<file path="config.mk">
export PLATFORM = sky130hd
export DESIGN_NAME = n64_multi_poll_ctrl
export DESIGN_NICKNAME = d
export VERILOG_FILES = /design/src/rtl/n64_pkg.sv /design/src/rtl/n64_poll_sched.sv /design/src/rtl/n64_multi_poll_ctrl.sv
export SDC_FILE = /design/constraint.sdc
export NUM_CORES = 1
export LEC_CHECK = 0
export ABC_CLOCK_PERIOD_IN_PS = 10000
export CORE_MARGIN = 2
export CORE_UTILIZATION = 45
export DETAILED_ROUTE_END_ITERATION = 8
export MAX_ROUTING_LAYER = met4
export PLACE_DENSITY = 0.71
export REMOVE_ABC_BUFFERS = 1
export SYNTH_ARGS = -nofsm -noshare
export SYNTH_HDL_FRONTEND = slang
export SYNTH_SLANG_ARGS = --single-unit
export TNS_END_PERCENT = 100
</file>
<file path="constraint.sdc">
create_clock -name PCLK -period 10 [get_ports PCLK]
set_input_delay 2.5 -clock PCLK [delete_from_list [all_inputs] [get_ports PCLK]]
set_output_delay 2.5 -clock PCLK [all_outputs]
set_load 0.05 [all_outputs]
</file>
<file path="src/rtl/n64_pkg.sv">
// Shared definitions for the multi-channel N64 poll controller: register
// offsets, CTRL/STATUS bit positions and the scheduler state encoding.
package n64_pkg;

    localparam logic [7:0] ADDR_CTRL      = 8'h00;
    localparam logic [7:0] ADDR_PERIOD    = 8'h04;
    localparam logic [7:0] ADDR_STATUS    = 8'h08;
    localparam logic [7:0] ADDR_IRQ_EN    = 8'h0C;
    localparam logic [7:0] ADDR_DATA_BASE = 8'h10;

    localparam int CTRL_EN_BIT   = 0;
    localparam int CTRL_RST_BIT  = 1;
    localparam int CTRL_MASK_LSB = 8;

    localparam int ST_NEW_LSB = 0;
    localparam int ST_ERR_LSB = 8;
    localparam int ST_OVR_BIT = 31;

    typedef enum logic [1:0] {
        IDLE,
        SCAN,
        ISSUE,
        WAIT
    } sched_state_e;

endpackage

</file>
<file path="src/rtl/n64_poll_sched.sv">
// Period timer plus sweep scheduler: walks the masked channels in ascending
// order, one outstanding poll at a time, with a per-poll timeout.
module n64_poll_sched
    import n64_pkg::*;
#(
    parameter int          NUM_CH      = 4,
    parameter logic [15:0] TIMEOUT_CYC = 16'd20000
) (
    input  logic                          clk,
    input  logic                          srst,
    input  logic                          enable_i,
    input  logic [NUM_CH-1:0]             mask_i,
    input  logic [31:0]                   period_i,
    input  logic                          period_wr_i,
    input  logic [NUM_CH-1:0]             poll_done_i,
    input  logic [NUM_CH-1:0]             poll_err_i,
    output logic [NUM_CH-1:0]             poll_req_o,
    output logic                          capture_o,
    output logic                          error_o,
    output logic                          overrun_o,
    output logic [$clog2(NUM_CH+1)-1:0]   index_o
);
    localparam int IW = $clog2(NUM_CH + 1);

    sched_state_e      state_q;
    logic [31:0]       timer_q;
    logic [15:0]       tmo_q;
    logic [IW-1:0]     idx_q;
    logic [NUM_CH-1:0] req_q;

    logic              tick;
    logic              found;
    logic [IW-1:0]     next_idx;
    logic [NUM_CH-1:0] req_d;
    logic              done_sel;
    logic              err_sel;
    logic              wait_done;
    logic              tmo_hit;

    assign tick = enable_i && (period_i != 32'd0) && (timer_q == period_i - 32'd1);

    always_comb begin
        found    = 1'b0;
        next_idx = '0;
        req_d    = '0;
        done_sel = 1'b0;
        err_sel  = 1'b0;
        // Descending walk so the lowest eligible channel is the one that sticks.
        for (int c = NUM_CH - 1; c >= 0; c--) begin
            if (mask_i[c] && (IW'(c) >= idx_q)) begin
                found    = 1'b1;
                next_idx = IW'(c);
            end
        end
        for (int c = 0; c < NUM_CH; c++) begin
            req_d[c] = (next_idx == IW'(c));
            if (idx_q == IW'(c)) begin
                done_sel = poll_done_i[c];
                err_sel  = poll_err_i[c];
            end
        end
    end

    assign wait_done = (state_q == WAIT) && done_sel;
    assign tmo_hit   = (state_q == WAIT) && !done_sel && ((tmo_q + 16'd1) == TIMEOUT_CYC);
    assign capture_o = wait_done && !err_sel;
    assign error_o   = (wait_done && err_sel) || tmo_hit;
    assign overrun_o = tick && (state_q != IDLE);
    assign index_o   = idx_q;
    assign poll_req_o = req_q;

    always_ff @(posedge clk) begin
        if (srst || period_wr_i || !enable_i || (period_i == 32'd0) || tick) begin
            timer_q <= '0;
        end else begin
            timer_q <= timer_q + 32'd1;
        end
    end

    always_ff @(posedge clk) begin
        if (srst) begin
            state_q <= IDLE;
            idx_q   <= '0;
            tmo_q   <= '0;
            req_q   <= '0;
        end else begin
            req_q <= '0;
            case (state_q)
                IDLE: begin
                    if (tick) state_q <= SCAN;
                end
                SCAN: begin
                    if (found && enable_i) begin
                        idx_q   <= next_idx;
                        req_q   <= req_d;
                        state_q <= ISSUE;
                    end else begin
                        idx_q   <= '0;
                        state_q <= IDLE;
                    end
                end
                ISSUE: begin
                    tmo_q   <= '0;
                    state_q <= WAIT;
                end
                WAIT: begin
                    if (done_sel || tmo_hit) begin
                        idx_q   <= idx_q + 1'b1;
                        state_q <= SCAN;
                    end else begin
                        tmo_q <= tmo_q + 16'd1;
                    end
                end
                default: state_q <= IDLE;
            endcase
        end
    end

endmodule

</file>
<file path="src/rtl/n64_multi_poll_ctrl.sv">
// APB register bank, per-channel data latches, sticky status and irq for up to
// eight N64 serial engines. Define N64_CHANGE_DETECT_EN to flag only changed data.
module n64_multi_poll_ctrl
    import n64_pkg::*;
#(
    parameter int          NUM_CH         = 4,
    parameter logic [31:0] DEFAULT_PERIOD = 32'd100000,
    parameter logic [15:0] TIMEOUT_CYC    = 16'd20000
) (
    input  logic                   PCLK,
    input  logic                   PRESET,
    input  logic                   PSEL,
    input  logic                   PENABLE,
    input  logic                   PWRITE,
    input  logic [31:0]            PADDR,
    input  logic [31:0]            PWDATA,
    output logic [31:0]            PRDATA,
    output logic                   PREADY,
    output logic                   PSLVERR,
    input  logic [NUM_CH*32-1:0]   button_data,
    input  logic [NUM_CH-1:0]      poll_done,
    input  logic [NUM_CH-1:0]      poll_err,
    output logic [NUM_CH-1:0]      poll_req,
    output logic [NUM_CH-1:0]      controller_reset,
    output logic                   irq
);
    localparam int         IW       = $clog2(NUM_CH + 1);
    localparam logic [8:0] DATA_END = 9'(ADDR_DATA_BASE) + 9'(4 * NUM_CH);

    logic              en_q;
    logic [NUM_CH-1:0] mask_q;
    logic [31:0]       period_q;
    logic [NUM_CH-1:0] new_q, err_q, ien_new_q, ien_err_q, creset_q;
    logic              ovr_q, ien_ovr_q, irq_q;
    logic [31:0]       data_q [NUM_CH];

    logic [NUM_CH-1:0] new_d, err_d, new_set, err_set, w1c_new, w1c_err;
    logic              ovr_d;
    logic              capture, error_stb, overrun_stb;
    logic [IW-1:0]     index;

    logic [7:0]  addr;
    logic [5:0]  data_idx;
    logic        sel_ctrl, sel_period, sel_status, sel_irqen, sel_data, addr_ok;
    logic        wr_en, wr_ctrl, wr_period, wr_status, wr_irqen;
    logic [31:0] rd_data;
    logic        unused_bits;

    assign addr       = PADDR[7:0];
    assign data_idx   = addr[7:2] - 6'd4;
    assign sel_ctrl   = (addr == ADDR_CTRL);
    assign sel_period = (addr == ADDR_PERIOD);
    assign sel_status = (addr == ADDR_STATUS);
    assign sel_irqen  = (addr == ADDR_IRQ_EN);
    assign sel_data   = (addr >= ADDR_DATA_BASE) && ({1'b0, addr} < DATA_END) && (addr[1:0] == 2'b00);
    assign addr_ok    = sel_ctrl || sel_period || sel_status || sel_irqen || sel_data;

    assign wr_en      = PSEL && PENABLE && PWRITE;
    assign wr_ctrl    = wr_en && sel_ctrl;
    assign wr_period  = wr_en && sel_period;
    assign wr_status  = wr_en && sel_status;
    assign wr_irqen   = wr_en && sel_irqen;

    assign PREADY      = 1'b1;
    assign PSLVERR     = PSEL && PENABLE && !addr_ok;
    assign PRDATA      = PSEL ? rd_data : 32'd0;
    assign unused_bits = ^{PADDR[31:8], PWDATA};

    n64_poll_sched #(
        .NUM_CH      (NUM_CH),
        .TIMEOUT_CYC (TIMEOUT_CYC)
    ) u_sched (
        .clk         (PCLK),
        .srst        (PRESET),
        .enable_i    (en_q),
        .mask_i      (mask_q),
        .period_i    (period_q),
        .period_wr_i (wr_period),
        .poll_done_i (poll_done),
        .poll_err_i  (poll_err),
        .poll_req_o  (poll_req),
        .capture_o   (capture),
        .error_o     (error_stb),
        .overrun_o   (overrun_stb),
        .index_o     (index)
    );

    always_comb begin
        rd_data = '0;
        if (sel_ctrl) begin
            rd_data[CTRL_EN_BIT]                = en_q;
            rd_data[CTRL_MASK_LSB +: NUM_CH]    = mask_q;
        end else if (sel_period) begin
            rd_data = period_q;
        end else if (sel_status) begin
            rd_data[ST_NEW_LSB +: NUM_CH] = new_q;
            rd_data[ST_ERR_LSB +: NUM_CH] = err_q;
            rd_data[ST_OVR_BIT]           = ovr_q;
        end else if (sel_irqen) begin
            rd_data[ST_NEW_LSB +: NUM_CH] = ien_new_q;
            rd_data[ST_ERR_LSB +: NUM_CH] = ien_err_q;
            rd_data[ST_OVR_BIT]           = ien_ovr_q;
        end else if (sel_data) begin
            for (int c = 0; c < NUM_CH; c++) begin
                if (data_idx == 6'(c)) rd_data = data_q[c];
            end
        end
    end

    always_comb begin
        new_set = '0;
        err_set = '0;
        for (int c = 0; c < NUM_CH; c++) begin
`ifdef N64_CHANGE_DETECT_EN
            new_set[c] = capture && (index == IW'(c)) && (button_data[c*32 +: 32] != data_q[c]);
`else
            new_set[c] = capture && (index == IW'(c));
`endif
            err_set[c] = error_stb && (index == IW'(c));
        end
        w1c_new = wr_status ? PWDATA[ST_NEW_LSB +: NUM_CH] : '0;
        w1c_err = wr_status ? PWDATA[ST_ERR_LSB +: NUM_CH] : '0;
        // Hardware set is OR-ed in after the clear so a coincident event is never lost.
        new_d   = (new_q & ~w1c_new) | new_set;
        err_d   = (err_q & ~w1c_err) | err_set;
        ovr_d   = (ovr_q & ~(wr_status && PWDATA[ST_OVR_BIT])) | overrun_stb;
    end

    always_ff @(posedge PCLK) begin
        if (PRESET) begin
            en_q      <= 1'b0;
            mask_q    <= '0;
            period_q  <= DEFAULT_PERIOD;
            new_q     <= '0;
            err_q     <= '0;
            ovr_q     <= 1'b0;
            ien_new_q <= '0;
            ien_err_q <= '0;
            ien_ovr_q <= 1'b0;
            creset_q  <= '0;
            irq_q     <= 1'b0;
            for (int c = 0; c < NUM_CH; c++) data_q[c] <= '0;
        end else begin
            new_q    <= new_d;
            err_q    <= err_d;
            ovr_q    <= ovr_d;
            irq_q    <= (|(new_q & ien_new_q)) | (|(err_q & ien_err_q)) | (ovr_q & ien_ovr_q);
            creset_q <= (wr_ctrl && PWDATA[CTRL_RST_BIT]) ? PWDATA[CTRL_MASK_LSB +: NUM_CH] : '0;
            if (wr_ctrl) begin
                en_q   <= PWDATA[CTRL_EN_BIT];
                mask_q <= PWDATA[CTRL_MASK_LSB +: NUM_CH];
            end
            if (wr_period) period_q <= PWDATA;
            if (wr_irqen) begin
                ien_new_q <= PWDATA[ST_NEW_LSB +: NUM_CH];
                ien_err_q <= PWDATA[ST_ERR_LSB +: NUM_CH];
                ien_ovr_q <= PWDATA[ST_OVR_BIT];
            end
            for (int c = 0; c < NUM_CH; c++) begin
                if (capture && (index == IW'(c))) data_q[c] <= button_data[c*32 +: 32];
            end
        end
    end

    assign controller_reset = creset_q;
    assign irq              = irq_q;

endmodule

</file>
==> impl_metrics.py <==
metrics = {
    "outcome": {
        "status": "complete, no violations",
    },
    "sta": {
        "final.period_utilization_pct": 87.0,
        "post_route_skew_ns": 0.00860,
        "finalWorstSetupSlack_ns": 1.30,
        "setup_viol": 0,
        "maxSlewViolCount": 0,
        "achievable-frequency_ghz": 0.115,
        "rsz_0062_raised_after_global_routing": "no",
        "hold_violations": 0,
        "slew_headroom_pct": 21.0,
        "fin_tns_setup_ns": 0,
        "worstMarginPinSlew_ns": 1.18,
        "clock_period_minus_final_worst_setup_slack_ns": 8.70,
    },
    "clocking": {
        "insertion_delay_ns": 0.54,
        "hold_buffers": 0,
        "root_buffer_master": "clkbuf_16",
        "htree_levels": 1,
        "cts.sinks": 245,
        "cts.path.max_buffers": 3,
        "tritoncts": "built",
        "clk_pin_slew_worst_setup_hold_paths_ns": 0.06,
        "tritoncts.num_buffers": 27,
        "postCtsSetupRepairBufs": 0,
        "cts_repair_resize_count": 0,
    },
    "route": {
        "detail_route.vias_per_cell": 5.59,
        "postRouteAntennaNets": 0,
        "remaining_drc_errors": 0,
        "wl_per_cell_um": 19.4,
        "total_wire_length_um": 35700,
        "routed-via-count": 10305,
        "detailedRoute.firstPassIterationCount": 5,
        "detailedRoute.firstIterationViolations": 778,
    },
    "die": {
        "start_util_pct": 45.8,
        "die_width_um": 172,
        "die_footprint_mm2": 0.0296,
        "placement_rows": 61,
        "placeableCoreArea_mm2": 0.0278,
        "floorplan_die_height_um": 172,
        "floorplan.io_pins": 248,
    },
    "yosys": {
        "synth-edff-count": 128,
        "async_flop_share_pct": 0,
        "synthDistinctLibCells": 76,
        "ys_warn_count": 0,
        "postSynthCellCount": 1248,
        "synthFlopType": "edfxtp_1",
        "synth_top_area_share_pct": 30.2,
        "seq_area_frac_synth_pct": 48.6,
        "synthTopCellsByArea": "edfxtp_1 (30%), dfxtp_1 (18%), and2_1 (6.6%)",
        "synth_top_cell_by_area": "edfxtp_1",
        "syn_area_per_cell_um2": 10.2,
        "mappedNetlistArea_mm2": 0.0127,
        "register_bit_total_from_synthesis": 245,
    },
    "setup_path": {
        "critPathLaunchType": "input pin",
        "reg2reg_from": "u_sched.index_o[0]",
        "end_kind": "output port",
        "crit_path_frequent_cell": "clkdlybuf4s50_1",
        "path_class": "input pin to output port",
        "critPathArrivalTime_ns": 6.20,
        "crit_path_cell_trace": "clkdlybuf4s50_1 -> or3_1 -> nor3_1 -> nand2b_1 -> nor2_1 -> buf_4 -> a21o_1 -> a211oi_1 -> o31ai_1 -> clkdlybuf4s50_1",
        "worst_r2r_path_depth": 9,
        "cpPeakStageDelay_ns": 0.88,
        "critical_path.reg2reg.endpoint": "data_q[0][27]",
        "worst_path_max_delay_cell": "clkdlybuf4s50_1",
        "path_max_fanout": 25,
        "worst_ep_required_time_ns": 7.50,
        "setup.reg_to_reg.worst_slack_ns": 5.74,
        "critical_path.startpoint": "PADDR[5]",
    },
    "job": {
        "maxCapViolCount": 0,
    },
    "placed_design": {
        "dp_hpwl_um": 25700,
        "port_buffers": 222,
        "pre_cts_slack_ns": 1.41,
        "place_congestion": 0.946,
    },
    "global_routing": {
        "grt_start_max_net_pins": 37,
        "grt_pass1_wl_um": 55200,
        "antenna_found_initial": 1,
        "overflow": 0,
        "number_of_global_route_vias_before_repair": 9992,
        "track_usage_pct": 24.8,
    },
    "pwr": {
        "power.static_leakage_nw": 5.54,
        "maximum_vdd_drop_v": 0.0000935,
        "power_per_cell_area_mw_per_mm2": 139,
    },
    "min_path": {
        "hp-class": "register to register",
        "worst_hold_path.num_cells": 2,
        "holdCritStartpoint": "ovr_q",
        "worst_hold_path.endpoint": "ovr_q",
    },
    "final_layout": {
        "layout-drive-gt1-share_pct": 10.2,
        "nNetsFinal": 1661,
        "area_delta_synth_final_pct": 27.0,
    },
}
registers in the layout, summed over array words and instances, names as in the netlist:
name                count
irq                     1
mask_q                  4
err_q                   4
data_q                128
ien_err_q               4
u_sched.state_q         2
en_q                    1
u_sched.index_o         3
u_sched.tmo_q          16
ovr_q                   1
controller_reset        4
period_q               32
ien_ovr_q               1
ien_new_q               4
u_sched.poll_req_o      4
new_q                   4
u_sched.timer_q        32
report_power, final:
group | internal (W) | switching (W)
Clock | 0.000619 | 0.000395
Combinational | 0.0000882 | 0.0000695
Sequential | 0.00107 | 0.00000666
cells in the mapped netlist, types with 3 or more instances:
| cell | instances |
|---|---|
| a211oi_1 | 12 |
| a21oi_1 | 58 |
| a22oi_1 | 24 |
| a311oi_1 | 4 |
| a31o_2 | 4 |
| a31oi_1 | 5 |
| and2_1 | 134 |
| and3_1 | 14 |
| and4_1 | 6 |
| buf_1 | 5 |
| buf_12 | 3 |
| buf_6 | 3 |
| clkbuf_1 | 60 |
| dfxtp_1 | 117 |
| edfxtp_1 | 128 |
| ha_1 | 12 |
| inv_1 | 18 |
| mux2_2 | 11 |
| mux2i_1 | 18 |
| mux4_2 | 22 |
| nand2_1 | 113 |
| nand2b_1 | 9 |
| nand3_1 | 44 |
| nand3b_1 | 7 |
| nand4_1 | 11 |
| nor2_1 | 98 |
| nor2_4 | 28 |
| nor2b_1 | 6 |
| nor3_1 | 42 |
| nor3b_1 | 4 |
| nor4_1 | 17 |
| o2111ai_1 | 3 |
| o211ai_1 | 7 |
| o21ai_0 | 33 |
| o22ai_1 | 19 |
| o31ai_1 | 6 |
| or3_1 | 12 |
| or4_1 | 6 |
| xnor2_1 | 48 |
| xor2_1 | 32 |
how the worst max path moves through the flow:
stage	depth (start not counted)	slack [ns]	end
global placement	10	1.40	PRDATA[2]
floorplan	7	1.85	PRDATA[11]
global route	10	1.26	PRDATA[31]
detailed placement	10	1.41	PRDATA[31]
CTS	10	1.40	PRDATA[31]
finish	10	1.30	PRDATA[9]
logic make-up (layout without fill, tap and decap cells):
family / count (synthesis) / in the layout / synth area share (%)
buffers and inverters: 92 / 307 / 3.33
AOI/OAI and AO/OA: 196 / 196 / 10.0
other: 1 / 2 / 0.0295
DFF: 245 / 245 / 48.6
xor gates and xnor gates: 80 / 80 / 5.51
and+or+nand+nor: 571 / 571 / 25.0
muxes: 51 / 51 / 6.29
adders and majority gates: 12 / 12 / 1.18
per-layer routing:
layer  wire length [um]  global-route usage [%]
met3               2370                    3.20
met4               1420                    10.2
met5                  0                       -
met1              14800                    31.9
met2              17100                    40.0
metrics by stage:
step                utilization, %  std cells  hold slack [ns]  area, um^2  power (W)
floorplan                        -       1174            0.439       12400    0.00115
global placement              54.9       1793            0.468       15300    0.00126
detailed placement            54.9       1793            0.473       15300    0.00126
CTS                           58.1       1841            0.482       16200    0.00226
global route                  58.1       1842            0.516       16200    0.00231
finish                        58.1       1842            0.488       16200    0.00225
cells in the final DEF (no fill, tap or decap), drive strengths merged, types with 22 or more instances in the layout:
cell,synthesis,routed
a21oi,58,58
a22oi,24,24
and2,135,135
buf,14,22
clkbuf,60,31
clkdlybuf4s50,0,219
dfxtp,117,117
edfxtp,128,128
mux4,22,22
nand2,113,113
nand3,44,44
nor2,128,128
nor3,43,43
o21ai,34,34
xnor2,48,48
xor2,32,32
worst max-delay path, delay by kind of cell:
family | cells | cell delay (ns)
buffers and inverters | 3 | 1.57
and+or+nand+nor | 4 | 1.39
AOI/OAI and AO/OA | 3 | 0.74
layout make-up:
| cell class | instances | area, um^2 |
|---|---|---|
| antenna | 1 | 2.50 |
| tap | 378 | 473 |
| timing repair buffer | 241 | 2350 |
| multi-input combinational | 911 | 6180 |
| inverter | 18 | 67.6 |
| clock buffer | 31 | 691 |
| clock inverter | 17 | 204 |
| fill | 2385 | 11600 |
| sequential | 245 | 6190 |
Power figures use the tool's default switching activity.
==> RTL edit: new RTL, config.mk and constraints unchanged <==
`NUM_CH` is set to 4 in 2 places; all go to 8.
--- a/src/rtl/n64_poll_sched.sv
+++ b/src/rtl/n64_poll_sched.sv
@@ -5,3 +5,3 @@
 #(
-    parameter int          NUM_CH      = 4,
+    parameter int          NUM_CH      = 8,
     parameter logic [15:0] TIMEOUT_CYC = 16'd20000
--- a/src/rtl/n64_multi_poll_ctrl.sv
+++ b/src/rtl/n64_multi_poll_ctrl.sv
@@ -5,3 +5,3 @@
 #(
-    parameter int          NUM_CH         = 4,
+    parameter int          NUM_CH         = 8,
     parameter logic [31:0] DEFAULT_PERIOD = 32'd100000,
Interface: changed (5 resized); port bits go from 248 to 392. No check against the original RTL was run, so the function may have changed too.
==> RTL edit against the unedited design <==
Wire length up 87%. Power grew 68%. Largest cell class unchanged. Synthesized area up 58%. Sequential cell count increased by 157. Cell area up 59%. Largest power group unchanged. Maximum frequency decreased by 1.9%. Sequential power is 69% higher. Setup slack worse by 0.17 ns.
==> RTL edit: results (changes against the unedited design) <==
dpl.hpwl_microns: 47200  # was 25,700 microns
cts.htree.levels: 2  # was 1
drt_iter0_markers: 1736  # was 778
ys_types: 74  # was 76
netlist_top_cells_area: "edfxtp_1 38%, dfxtp_1 15%, and2_1 6.5%"  # was edfxtp_1 30%, dfxtp_1 18%, and2_1 6.6%
route.met2.wl_microns: 32300  # was 17,100 microns
yosys_warnings: 0  # unchanged
tightest_slew_ns: 1.28  # was 1.18 ns
path_max_fanout: 10  # was 25
grt_busiest_layer: "met2"  # unchanged
grt_pass1_wl_microns: 100000  # was 55,200 microns
ctsResizeCount: 0  # unchanged
met1_usage_pct: 37.2  # was 31.9%
status: "completed"  # unchanged
synthTopCellsByCount: "256 x edfxtp_1, 210 x nand2_1, 207 x and2_1, 146 x dfxtp_1, 129 x a21oi_1"  # was 134 x and2_1, 128 x edfxtp_1, 117 x dfxtp_1, 113 x nand2_1, 98 x nor2_1
top_regs: "data_q x256, period_q x32, u_sched.timer_q x32"  # was data_q x128, period_q x32, u_sched.timer_q x32
num_vias: 16749  # was 10,305
top_layer: "met4"  # unchanged
synthArstFlopShare_pct: 0  # unchanged
wl_met3_microns: 5090  # was 2370 microns
hold_buffers: 0  # unchanged
fin_nets: 2627  # was 1,661
post_dp_cell_area_sq_um: 24300  # was 15,300 sq um
grt_use_total_pct: 29.3  # was 24.8%
path_clk_slew_ns: 0.06  # about the same
use_met2_pct: 47.9  # was 40.0%
clk_root_buffer_cell: "clkbuf_16"  # unchanged
cts_setup_buffers: 0  # unchanged
arrival_ns: 6.37  # was 6.20 ns
dominantRegCellSynth: "edfxtp_1"  # unchanged
finalWirelength_microns: 66800  # was 35,700 microns
met3_usage_pct: 4.20  # was 3.20%
gp_congestion: 0.959  # was 0.946
ir_drop_mv: 0.106  # was 0.0935 mV
antenna_found_initial: 11  # was 1
wl_met1_microns: 27000  # was 14,800 microns
insertion_delay_ns: 0.58  # was 0.54 ns
skew_ns: 0.0128  # was 0.00860 ns
drive_above_1_share_pct: 7.72  # was 10.2%
grt_max_degree: 65  # was 37
cts_buffer_depth: 3  # unchanged
hold_class: "flop to flop"  # unchanged
ys_seq_area_share_pct: 52.9  # was 48.6%
n_fill_cell: 3850  # was 2,385
drt-pass1-iter-count: 6  # was 5
port_buffers: 366  # was 222
power_leakage_nw: 8.89  # was 5.54 nW
p_sw_uw: 880  # was 471 uW
cts_buffers: 44  # was 27
synth_edf_count: 256  # was 128
RTL edit: power groups by stage:
stage | clock network, mW | logic, mW | registers [mW]
after global routing | 1.69 | 0.363 | 1.84
final | 1.62 | 0.342 | 1.83
after detailed placement | 0 | 0.340 | 1.87
after CTS | 1.63 | 0.342 | 1.83
after floorplan | 0 | 0.116 | 1.86
after global placement | 0 | 0.337 | 1.87
RTL edit: worst max-delay path, stage by stage:
cell             delay (ns)
clkdlybuf4s50_1        0.51
or4_1                  0.57
or3_1                  0.47
nor2_1                 0.50
buf_4                  0.27
o21a_1                 0.14
a221oi_1               0.05
nor3_1                 0.43
clkdlybuf4s50_1        0.92
RTL edit: worst paths after layout:
kind / from / end / slack, ns / cells after the start
worst max-delay path: PADDR[7] / PRDATA[31] / 1.13 / 9
worst min-delay path: ien_err_q[4] / ien_err_q[4] / 0.47 / 2
worst max register to register: u_sched.index_o[0] / data_q[1][22] / 5.71 / 11
worst min register to register: ien_err_q[4] / ien_err_q[4] / 0.47 / 2
RTL edit: cell families after synthesis:
family,Yosys count,synth area share (%)
flip-flops,402,52.9
adder cells (fa/ha/maj),12,0.749
XOR/XNOR,70,3.06
other,1,0.0187
buffers and inverters,161,3.18
AND/OR/NAND/NOR,859,22.6
AO/OA/AOI/OAI,383,12.1
multiplexers,74,5.38
RTL edit: cell type report:
type	instances	area share, %
sequential	402	41.2
multi-input combinational	1399	34.7
timing repair buffer	402	15.3
clock buffer	53	4.45
tap	592	2.88
clock inverter	26	1.02
inverter	25	0.365
antenna	11	0.107
RTL edit: per-stage QoR:
stage          setup WS, ns  std cells  util, %
2_1_floorplan          1.27       1826        -
3_3_place_gp           1.15       2820     55.1
3_5_place_dp           1.26       2820     55.1
4_1_cts                1.20       2899     58.3
5_1_grt               0.928       2910     58.3
6_report               1.13       2910     58.3
